**src/rtl/rt_pkg.sv**
```systemverilog
// Shared Q16.16 ray/triangle types and constants for the ray-triangle dispatch path.
package rt_pkg;

    typedef logic signed [0:2][31:0] vec3_t;
    typedef vec3_t [0:2] tri_t;
    typedef vec3_t [0:1] ray_t;

    localparam logic [31:0] FIX_ONE = 32'h0001_0000;
    localparam logic [31:0] T_NONE  = 32'h7FFF_FFFF;

    typedef enum logic [1:0] {
        ST_IDLE,
        ST_RUN,
        ST_DONE
    } state_t;

    function automatic logic t_less(input logic [31:0] a, input logic [31:0] b);
        return $signed(a) < $signed(b);
    endfunction

endpackage

```
**src/rtl/closest_hit_reg.sv**
```systemverilog
// Running closest-hit tracker: keeps the smallest signed t seen so far and its index.
module closest_hit_reg
    import rt_pkg::*;
#(
    parameter int          IDX_W  = 16,
    parameter logic [31:0] T_NONE = rt_pkg::T_NONE
) (
    input  logic             clk,
    input  logic             rst,
    input  logic             clear,
    input  logic             valid,
    input  logic             hit,
    input  logic [31:0]      t,
    input  logic [IDX_W-1:0] idx,
    output logic [31:0]      best_t,
    output logic [IDX_W-1:0] best_idx,
    output logic             best_hit
);

    logic better;

    // Strict compare: an equal t later in the stream never displaces the earlier index.
    assign better = valid && hit && t_less(t, best_t);

    always_ff @(posedge clk) begin
        if (rst || clear) begin
            best_t   <= T_NONE;
            best_idx <= '0;
            best_hit <= 1'b0;
        end else if (better) begin
            best_t   <= t;
            best_idx <= idx;
            best_hit <= 1'b1;
        end
    end

endmodule

```
**src/rtl/tri_dispatch.sv**
```systemverilog
// Streams triangles 0..N-1 for one ray into the intersection unit and reports the closest hit.
module tri_dispatch
    import rt_pkg::*;
#(
    parameter int          IDX_W        = 16,
    parameter int          MAX_INFLIGHT = 4,
    parameter logic [31:0] T_NONE       = rt_pkg::T_NONE
) (
    input  logic             i_clk,
    input  logic             i_rst,
    input  logic             i_start,
    input  ray_t             i_ray,
    input  logic [IDX_W-1:0] i_num_tri,
    output logic             o_busy,
    output logic             o_tri_rd,
    output logic [IDX_W-1:0] o_tri_addr,
    input  tri_t             i_tri_data,
    output logic             o_int_en,
    output tri_t             o_int_tri,
    output ray_t             o_int_ray,
    input  logic [31:0]      i_int_t,
    input  logic             i_int_result,
    input  logic             i_int_valid,
    output logic             o_done,
    output logic             o_hit,
    output logic [31:0]      o_t,
    output logic [IDX_W-1:0] o_tri_idx
);

    localparam int IF_W   = $clog2(MAX_INFLIGHT + 1);
    localparam int STAGES = 1;

    state_t           state, state_nxt;
    ray_t             ray_q;
    logic [IDX_W-1:0] num_tri, rd_cnt, rsp_cnt;
    logic [IF_W-1:0]  inflight;
    logic [STAGES:0]  vld_pipe;
    logic             start_ok, rd, res_ok;
    logic [31:0]      best_t;
    logic [IDX_W-1:0] best_idx;
    logic             best_hit;

    assign start_ok = (state == ST_IDLE) && i_start;
    assign rd       = (state == ST_RUN) && (rd_cnt < num_tri) && (inflight < IF_W'(MAX_INFLIGHT));
    // A strobe with nothing outstanding has no triangle to belong to.
    assign res_ok   = (state == ST_RUN) && i_int_valid && (inflight != '0);

    always_ff @(posedge i_clk) begin
        if (i_rst) state <= ST_IDLE;
        else       state <= state_nxt;
    end

    always_comb begin
        state_nxt = state;
        unique case (state)
            ST_IDLE: if (i_start) state_nxt = ST_RUN;
            ST_RUN:  if (rsp_cnt == num_tri) state_nxt = ST_DONE;
            ST_DONE: state_nxt = ST_IDLE;
            default: state_nxt = ST_IDLE;
        endcase
    end

    always_ff @(posedge i_clk) begin
        if (i_rst) begin
            ray_q    <= '0;
            num_tri  <= '0;
            rd_cnt   <= '0;
            rsp_cnt  <= '0;
            inflight <= '0;
        end else if (start_ok) begin
            ray_q    <= i_ray;
            num_tri  <= i_num_tri;
            rd_cnt   <= '0;
            rsp_cnt  <= '0;
            inflight <= '0;
        end else begin
            if (rd)     rd_cnt  <= rd_cnt + IDX_W'(1);
            if (res_ok) rsp_cnt <= rsp_cnt + IDX_W'(1);
            unique case ({rd, res_ok})
                2'b10:   inflight <= inflight + IF_W'(1);
                2'b01:   inflight <= inflight - IF_W'(1);
                default: inflight <= inflight;
            endcase
        end
    end

    // vld_pipe[0]: read data present this cycle; vld_pipe[1]: registered triangle on o_int_tri.
    always_ff @(posedge i_clk) begin
        if (i_rst) begin
            vld_pipe  <= '0;
            o_int_tri <= '0;
        end else begin
            vld_pipe <= {vld_pipe[STAGES-1:0], rd};
            if (vld_pipe[0]) o_int_tri <= i_tri_data;
        end
    end

    closest_hit_reg #(
        .IDX_W  (IDX_W),
        .T_NONE (T_NONE)
    ) u_best (
        .clk      (i_clk),
        .rst      (i_rst),
        .clear    (start_ok),
        .valid    (res_ok),
        .hit      (i_int_result),
        .t        (i_int_t),
        .idx      (rsp_cnt),
        .best_t   (best_t),
        .best_idx (best_idx),
        .best_hit (best_hit)
    );

    // Published result is loaded on entry to DONE so it is valid alongside o_done.
    always_ff @(posedge i_clk) begin
        if (i_rst || start_ok) begin
            o_hit     <= 1'b0;
            o_t       <= T_NONE;
            o_tri_idx <= '0;
        end else if (state == ST_RUN && state_nxt == ST_DONE) begin
            o_hit     <= best_hit;
            o_t       <= best_t;
            o_tri_idx <= best_idx;
        end
    end

    assign o_busy     = (state != ST_IDLE);
    assign o_done     = (state == ST_DONE);
    assign o_tri_rd   = rd;
    assign o_tri_addr = rd_cnt;
    assign o_int_en   = vld_pipe[STAGES];
    assign o_int_ray  = ray_q;

endmodule
```
**config.mk**
```make
export PLATFORM = sky130hd
export DESIGN_NAME = tri_dispatch
export DESIGN_NICKNAME = d
export VERILOG_FILES = /design/src/rtl/rt_pkg.sv /design/src/rtl/closest_hit_reg.sv /design/src/rtl/tri_dispatch.sv
export SDC_FILE = /design/constraint.sdc
export NUM_CORES = 1
export LEC_CHECK = 0
export BUFFER_PORTS_ARGS = -buffer_cell sky130_fd_sc_hd__buf_2
export CELL_PAD_IN_SITES_DETAIL_PLACEMENT = 1
export CELL_PAD_IN_SITES_GLOBAL_PLACEMENT = 1
export CORE_AREA = 2 2 424 426
export DETAILED_ROUTE_END_ITERATION = 16
export DIE_AREA = 0 0 426 428
export HOLD_SLACK_MARGIN = 0.06
export PLACE_DENSITY_LB_ADDON = 0.1
export SLEW_MARGIN = 5
export SYNTH_ARGS = -nofsm -noshare
export SYNTH_HDL_FRONTEND = slang
export SYNTH_SLANG_ARGS = --single-unit
```
**constraint.sdc**
```tcl
create_clock -name i_clk -period 5.4 [get_ports i_clk]
set_input_delay 0 -clock i_clk [delete_from_list [all_inputs] [get_ports i_clk]]
set_output_delay 0 -clock i_clk [all_outputs]
set_load 0.05 [all_outputs]
```
==> results.tsv, run 1 <==
metric	value	unit
outcome	finished, final reports clean	
mux cell area share after synthesis	0.132	
Synth Area in XOR/XNOR	0.0131	
synthesized area	0.0233	mm2
slowest cell on the critical path	a211oi_1	
CP top delay family	compound AO/OA/AOI/OAI gates	
# nets final	5186	
Synth Area per Inst	9.37	um2
WP data required	6.04	ns
CP cell instances	inv_1 > ha_1 > a21oi_1 > nor2_1 > a211oi_1 > o311ai_2 > a21oi_1 > mux2i_4 > buf_4 > a2bb2oi_1 > dlygate4sd3_1	
Distinct cells, synth	47	
initial antenna violation count	32	
CP max stage delay	0.59	ns
Max-cap violations	0	
Yosys warning count	0	
Slew @ Worst Pin	0.999	ns
final setup margin	1.63	ns
Mapped Cells	2488	
final setup vio count	0	
largest cells by area after synthesis	dfxtp_1 54%, mux2i_1 13%, nand2_1 7.5%	
layout cells sized above 1	0.273	
Synth Flop Type	dfxtp_1	
post-CTS setup buffers	0	
Yosys top cell by area	dfxtp_1	
fin util	0.254	
largest net degree at the start of global routing	103	
Setup Crit Path Kind	reg -> reg	
DRC	0	
unrepaired setup endpoints after global routing	false	
Clock Path Buffers	3	
# port buffers	1081	
via count	25790	
H-Tree Depth	3	
fmax	0.265	GHz
number of CTS-inserted buffers	92	
Power Total	0.0141	W
first-pass detailed-route iteration total	5	
nature of the critical path endpoint	flop	
Initial Utilization	0.131	
CP dominant cell by count	a21oi_1	
GP Congestion	0.804	
Compound-Gate Fraction of Synth Area	0.0980	
DR vias/cell	3.66	
io pins	1082	
Post-Route WL	143000	um
# rows	155	
final slew viol count	0	
Worst slew margin	0.334	
largest family of logic cells by synthesized area	simple AND/OR/NAND/NOR gates	
CP Launch Type	flop	
Routed WL per cell	20.3	um
first-pass GRT wire length	201000	um
Worst-Skew Late Latency	0.72	ns
Fin. Hold Viols	0	
clock sinks	633	
full die area	0.182	mm2
CTS root buf	clkbuf_16	
vias in the first global route	27582	
worst min-delay path class	in -> reg	
Placement Setup Slack	2.11	ns
Final Critical Period	3.77	ns
crit-path max FO	15	
Synth Area in Simple Gates	0.149	
Yosys top cell area share	0.543	
register area share after synthesis	0.543	
Post-Route Setup TNS	0	ns
Post-synth EDFFs	0	
adder-cell share of the synthesized area	0.0272	
part of the cycle the worst path needs	0.699	
Power Dens Cells	311	mW/mm2
area grow syn2layout	93.6	%
Routed Antenna Nets	0	
CTS tree	done	
Clock Skews	0.0330	ns
Post-DP Area	0.0313	mm2
Layout fillers	20890	
clock slew seen by the registers of the worst setup and hold paths	0.06	ns
gr usage total	0.152	
FFs w/ async S/R, synth	0	
crit path DAT	4.41	ns
Bufs and invs on worst path	3	
drt initial violations	669	
register bit total from synthesis	633	
worst ir drop on vdd	0.188	mV
Overflow after GRT	0	
die height	428	um
post-synth net total	3071	
Core Area	0.178	mm2
die extent in x	426	um
HPWL Detailed	106000	um
cell leakage power	20.1	nW
design area	0.0451	mm2
==> area by class of cell <==
cell class                 count  area (um2)  share of cell area
multi-input combinational   1634        9850               0.218
timing repair buffer        2185       16500               0.365
tap                         2355        2950              0.0653
antenna                       17        42.5            0.000942
clock inverter                20         240             0.00532
sequential                   633       12700               0.281
clock buffer                 136        2720              0.0603
inverter                      57         214             0.00474
==> sequential cells by signal, indices dropped and copies added (netlist names), 2 cells and up <==
| register | cells |
|---|---|
| o_int_ray | 192 |
| o_t | 32 |
| vld_pipe | 2 |
| o_tri_addr | 16 |
| num_tri | 16 |
| inflight | 3 |
| state | 2 |
| o_tri_idx | 16 |
| o_int_tri | 288 |
| u_best.best_t | 32 |
| u_best.best_idx | 16 |
| rsp_cnt | 16 |
==> kinds of logic (layout without fill, tap and decap cells) <==
group / after synthesis / count (layout)
AO/OA/AOI/OAI: 360 / 360
XOR/XNOR: 35 / 35
multiplexers: 308 / 308
flip-flops: 633 / 633
buffers and inverters: 221 / 2398
adder cells (fa/ha/maj): 50 / 50
other: 0 / 17
AND/OR/NAND/NOR: 881 / 881
==> cells in the mapped netlist, drive strengths merged, types with 2 or more instances <==
master,number
a2111oi,2
a211oi,6
a21o,7
a21oi,236
a22o,17
a2bb2oi,31
and2,4
and3,8
and4,3
buf,41
clkbuf,123
dfxtp,633
ha,49
inv,57
mux2i,307
nand2,468
nand2b,4
nand3,11
nand4,19
nor2,341
nor2b,5
nor3,4
o211ai,32
o21a,2
o21ai,18
o311a,2
o311ai,2
o31ai,2
or3,11
or4,2
xnor2,20
xor2,15
==> worst paths after layout <==
path,from,to,slack (ns),depth (start not counted)
worst max-delay path,u_best.best_t[17],u_best.best_t[5],1.63,11
worst min-delay path,i_ray[162],o_int_ray[162],0.13,4
worst min register to register,o_int_ray[46],o_int_ray[46],0.45,2
worst max register to register,u_best.best_t[17],u_best.best_t[5],1.63,11
==> power breakdown <==
part | internal [W] | total, W | switching [W]
logic | 0.00111 | 0.00288 | 0.00177
clock network | 0.00364 | 0.00611 | 0.00247
registers | 0.00491 | 0.00507 | 0.000157
total | 0.00967 | 0.0141 | 0.00440
==> placed cells by master (no fill, tap or decap), drive strengths merged, types with 17 or more instances in the layout <==
cell type       n
a2bb2oi        31
xnor2          20
nand2         468
ha             49
inv            60
diode          17
nand4          19
a22o           17
a21oi         236
o211ai         32
buf          1105
dfxtp         633
dlygate4sd3  1080
nor2          341
mux2i         307
clkbuf        136
o21ai          18
==> layer usage <==
metal  part of all wire  track usage  up-vias
li1                   -            -    12556
met4              0.030       0.0474        2
met1               0.40        0.173    12421
met5           0.000091            0        -
met3              0.063       0.0464      198
met2               0.50        0.271      613
==> tightest hold or removal path, delay by kind of cell <==
| kind | cells | cell delay (ns) |
|---|---|---|
| AOI/OAI and AO/OA | 1 | 0.05 |
| buffers and inverters | 2 | 0.69 |
| and+or+nand+nor | 1 | 0.05 |
==> what timing repair did <==
action                                 in CTS  in global routing
endpoints found under the hold margin     536                  0
hold buffers                             1080                  0
gates resized for setup                     0                  0
==> per-stage QoR <==
stage | hold WS (ns) | instances
global placement | 0.236 | 5784
global route | 0.0833 | 7031
finish | 0.128 | 7037
detailed placement | 0.244 | 5784
floorplan | 0.133 | 2488
CTS | 0.0604 | 7020
(Power assumes the default switching activity.)
==> inputs of run 2 (changes only) <==
Settings changed: ABC_AREA set to 1, CORE_AREA 2 2 424 426 to 2 2 422 424, DIE_AREA 0 0 426 428 to 0 0 424 426.
Clock period 5.4 ns to 3.1 ns, I/O delays scaled along.
==> run 2 against run 1 <==
Cell count rose by 6.2%; via count grew 10%; global-route usage rose by 1.5 points; first-iteration DRC count increased by 47%; sequential cell count unchanged; count of clock-buffer cells in the layout unchanged; routed wire length up 9.1%; highest routed layer unchanged.
==> results.tsv, run 2 <==
metric	value	unit	change
part of the cycle the worst path needs	0.905		
most frequent cells after synthesis	1043 x nor2_1, 633 x dfxtp_1, 545 x o21ai_0		was 633 x dfxtp_1, 468 x nand2_1, 341 x nor2_1
Clock Path Buffers	3		unchanged
Worst slew margin	0.320		was 0.334
nature of the critical path endpoint	output port		was flop
Worst-Skew Late Latency	0.73	ns	was 0.72 ns
Setup Crit Path Kind	reg -> out		was reg -> reg
largest net degree at the start of global routing	172		was 103
Distinct cells, synth	35		was 47
vias in the first global route	30395		was 27582
number of CTS-inserted buffers	90		was 92
CTS tree	done		unchanged
crit-path max FO	18		was 15
FFs w/ async S/R, synth	0		unchanged
Post-synth EDFFs	0		unchanged
first-pass GRT wire length	221000	um	was 201000 um
Post-Route WL	156000	um	was 143000 um
# nets final	5634		was 5186
Cells after DPL	6313		was 5784
Max-cap violations	0		unchanged
most common cell after layout, fill and taps aside	buf_2		
DR vias/cell	3.80		was 3.66
Yosys warning count	0		unchanged
Clock Skews	0.0257	ns	was 0.0330 ns
GP Congestion	0.818		was 0.804
# rows	154		was 155
final setup margin	0.295	ns	was 1.63 ns
worst ir drop on vdd	0.377	mV	was 0.188 mV
Biggest register	o_int_tri		unchanged
area grow syn2layout	89.2	%	was 93.6%
most common cell in the netlist	nor2_1		was dfxtp_1
layout cells sized above 1	0.254		was 0.273
Yosys top cell area share	0.538		was 0.543
Power Total	0.0250	W	was 0.0141 W
die extent in x	424	um	was 426 um
Yosys top cell by area	dfxtp_1		unchanged
post-synth net total	3626		was 3071
clock slew seen by the registers of the worst setup and hold paths	0.05	ns	was 0.06 ns
gr usage total	0.167		was 0.152
Synth Flop Type	dfxtp_1		unchanged
Post-Route Setup TNS	0	ns	unchanged
Placement Setup Slack	0.500	ns	was 2.11 ns
initial antenna violation count	46		was 32
first-pass detailed-route iteration total	5		unchanged
final slew viol count	0		unchanged
via count	28391		was 25790
clock sinks	633		unchanged
H-Tree Depth	3		unchanged
Power Dens Cells	561	mW/mm2	was 311 mW/mm2
die height	426	um	was 428 um
Fin. Hold Viols	0		unchanged
Synth Area per Inst	7.74	um2	was 9.37 um2
Mapped Cells	3043		was 2488
Routed Antenna Nets	0		unchanged
final setup vio count	0		unchanged
Slew @ Worst Pin	1.02	ns	was 0.999 ns
fin cells	7476		was 7037
WP data required	3.10	ns	was 6.04 ns
max reg flops	288		unchanged
worst min-delay path class	in -> reg		unchanged
register bit total from synthesis	633		unchanged
commonest cells after routing, fill and taps aside	1080 x buf_2, 1042 x nor2_1, 985 x dlygate4sd3_1		was 1080 x dlygate4sd3_1, 1080 x buf_2, 632 x dfxtp_1
Routed WL per cell	20.8	um	was 20.3 um
register area share after synthesis	0.538		was 0.543
fmax	0.357	GHz	
CP Launch Type	flop		unchanged
Overflow after GRT	0		unchanged
HPWL Detailed	117000	um	was 106000 um
io pins	1082		unchanged
# port buffers	1081		unchanged
largest cells by area after synthesis	dfxtp_1 54%, nor2_1 17%, o21ai_0 12%		was dfxtp_1 54%, mux2i_1 13%, nand2_1 7.5%
Core Area	0.176	mm2	was 0.178 mm2
Final Critical Period	2.80	ns	
Initial Utilization	0.134		was 0.131
cell leakage power	20.7	nW	was 20.1 nW
drt initial violations	983		was 669
crit path DAT	2.80	ns	was 4.41 ns
full die area	0.181	mm2	was 0.182 mm2
outcome	finished, final reports clean		unchanged
synthesized area	0.0235	mm2	was 0.0233 mm2
DRC	0		unchanged
CTS root buf	clkbuf_16		unchanged
## run 2: cell count changes after synthesis, moves of 23 or more
| cell | previous run | this run |
|---|---|---|
| nand2_1 | 468 | 151 |
| inv_1 | 57 | 121 |
| mux2i_1 | 307 | 0 |
| o21ai_0 | 16 | 545 |
| o211ai_1 | 32 | 9 |
| nand3_1 | 11 | 60 |
| clkbuf_1 | 123 | 182 |
| nand4_1 | 19 | 42 |
| a21oi_1 | 236 | 99 |
| buf_1 | 32 | 2 |
| nor2_1 | 341 | 1043 |
## run 2: what timing repair did
item,4_1_cts,5_1_grt
resized for setup,0,1
endpoints found under the hold margin,546,0
setup buffers,0,1
endpoints found under the setup margin,0,1
hold buffers,985,0
## run 2: cells by family (layout without fill, tap and decap cells)
| kind of cell | Yosys count | after routing | share of synthesized area |
|---|---|---|---|
| AO/OA/AOI/OAI | 663 | 663 | 0.142 |
| XOR/XNOR | 37 | 37 | 0.0138 |
| adder cells (fa/ha/maj) | 50 | 50 | 0.0269 |
| buffers and inverters | 333 | 2410 | 0.0551 |
| flip-flops | 633 | 633 | 0.538 |
| other | 0 | 16 | 0 |
| AND/OR/NAND/NOR | 1327 | 1327 | 0.224 |
## run 2: worst paths after layout
kind,endpoint,cells past startpoint,start,slack (ns)
worst max-delay path,o_tri_rd,11,num_tri[9],0.30
worst min-delay path,o_int_tri[17],4,i_tri_data[17],0.12
worst max register to register,u_best.best_t[17],13,u_best.best_t[31],0.35
worst min register to register,o_tri_idx[13],2,o_tri_idx[13],0.44
## run 2: stage by stage
step           instance area [um2]  hold slack (ns)   util
2_1_floorplan                23500            0.135      -
3_3_place_gp                 31700            0.223  0.180
3_5_place_dp                 31700            0.229  0.180
4_1_cts                      44500           0.0612  0.253
5_1_grt                      44500           0.0942  0.254
6_report                     44600            0.116  0.254
## run 2: power breakdown
| group | switching [W] | leakage, nW | internal (W) |
|---|---|---|---|
| Combinational | 0.00369 | 14.1 | 0.00178 |
| Sequential | 0.000271 | 5.19 | 0.00867 |
| Clock | 0.00434 | 1.47 | 0.00623 |
| Total | 0.00830 | 20.7 | 0.0167 |
## run 2: cell type report
cell class	instances	area [um2]
antenna	16	40.0
clock buffer	136	2690
clock inverter	25	298
fill	21175	131000
inverter	128	500
multi-input combinational	2077	9600
sequential	633	12700
tap	2340	2930
timing repair buffer	2121	15800
## run 2: metal layers
metal,up-vias,routed length [um],GRT usage
met5,-,126,0
met4,24,5330,0.0570
met3,233,9420,0.0518
met2,670,79600,0.302
met1,13579,61200,0.184
li1,13885,-,-
## run 2: worst max-delay path: stages, from the launching register on
cell	delay, ns
dfxtp_1	0.34
inv_1	0.06
ha_1	0.31
a21oi_1	0.16
nor2_1	0.06
a211oi_1	0.16
o21ai_0	0.12
a21oi_2	0.20
nand2_2	0.08
buf_4	0.22
inv_2	0.11
clkbuf_4	0.25
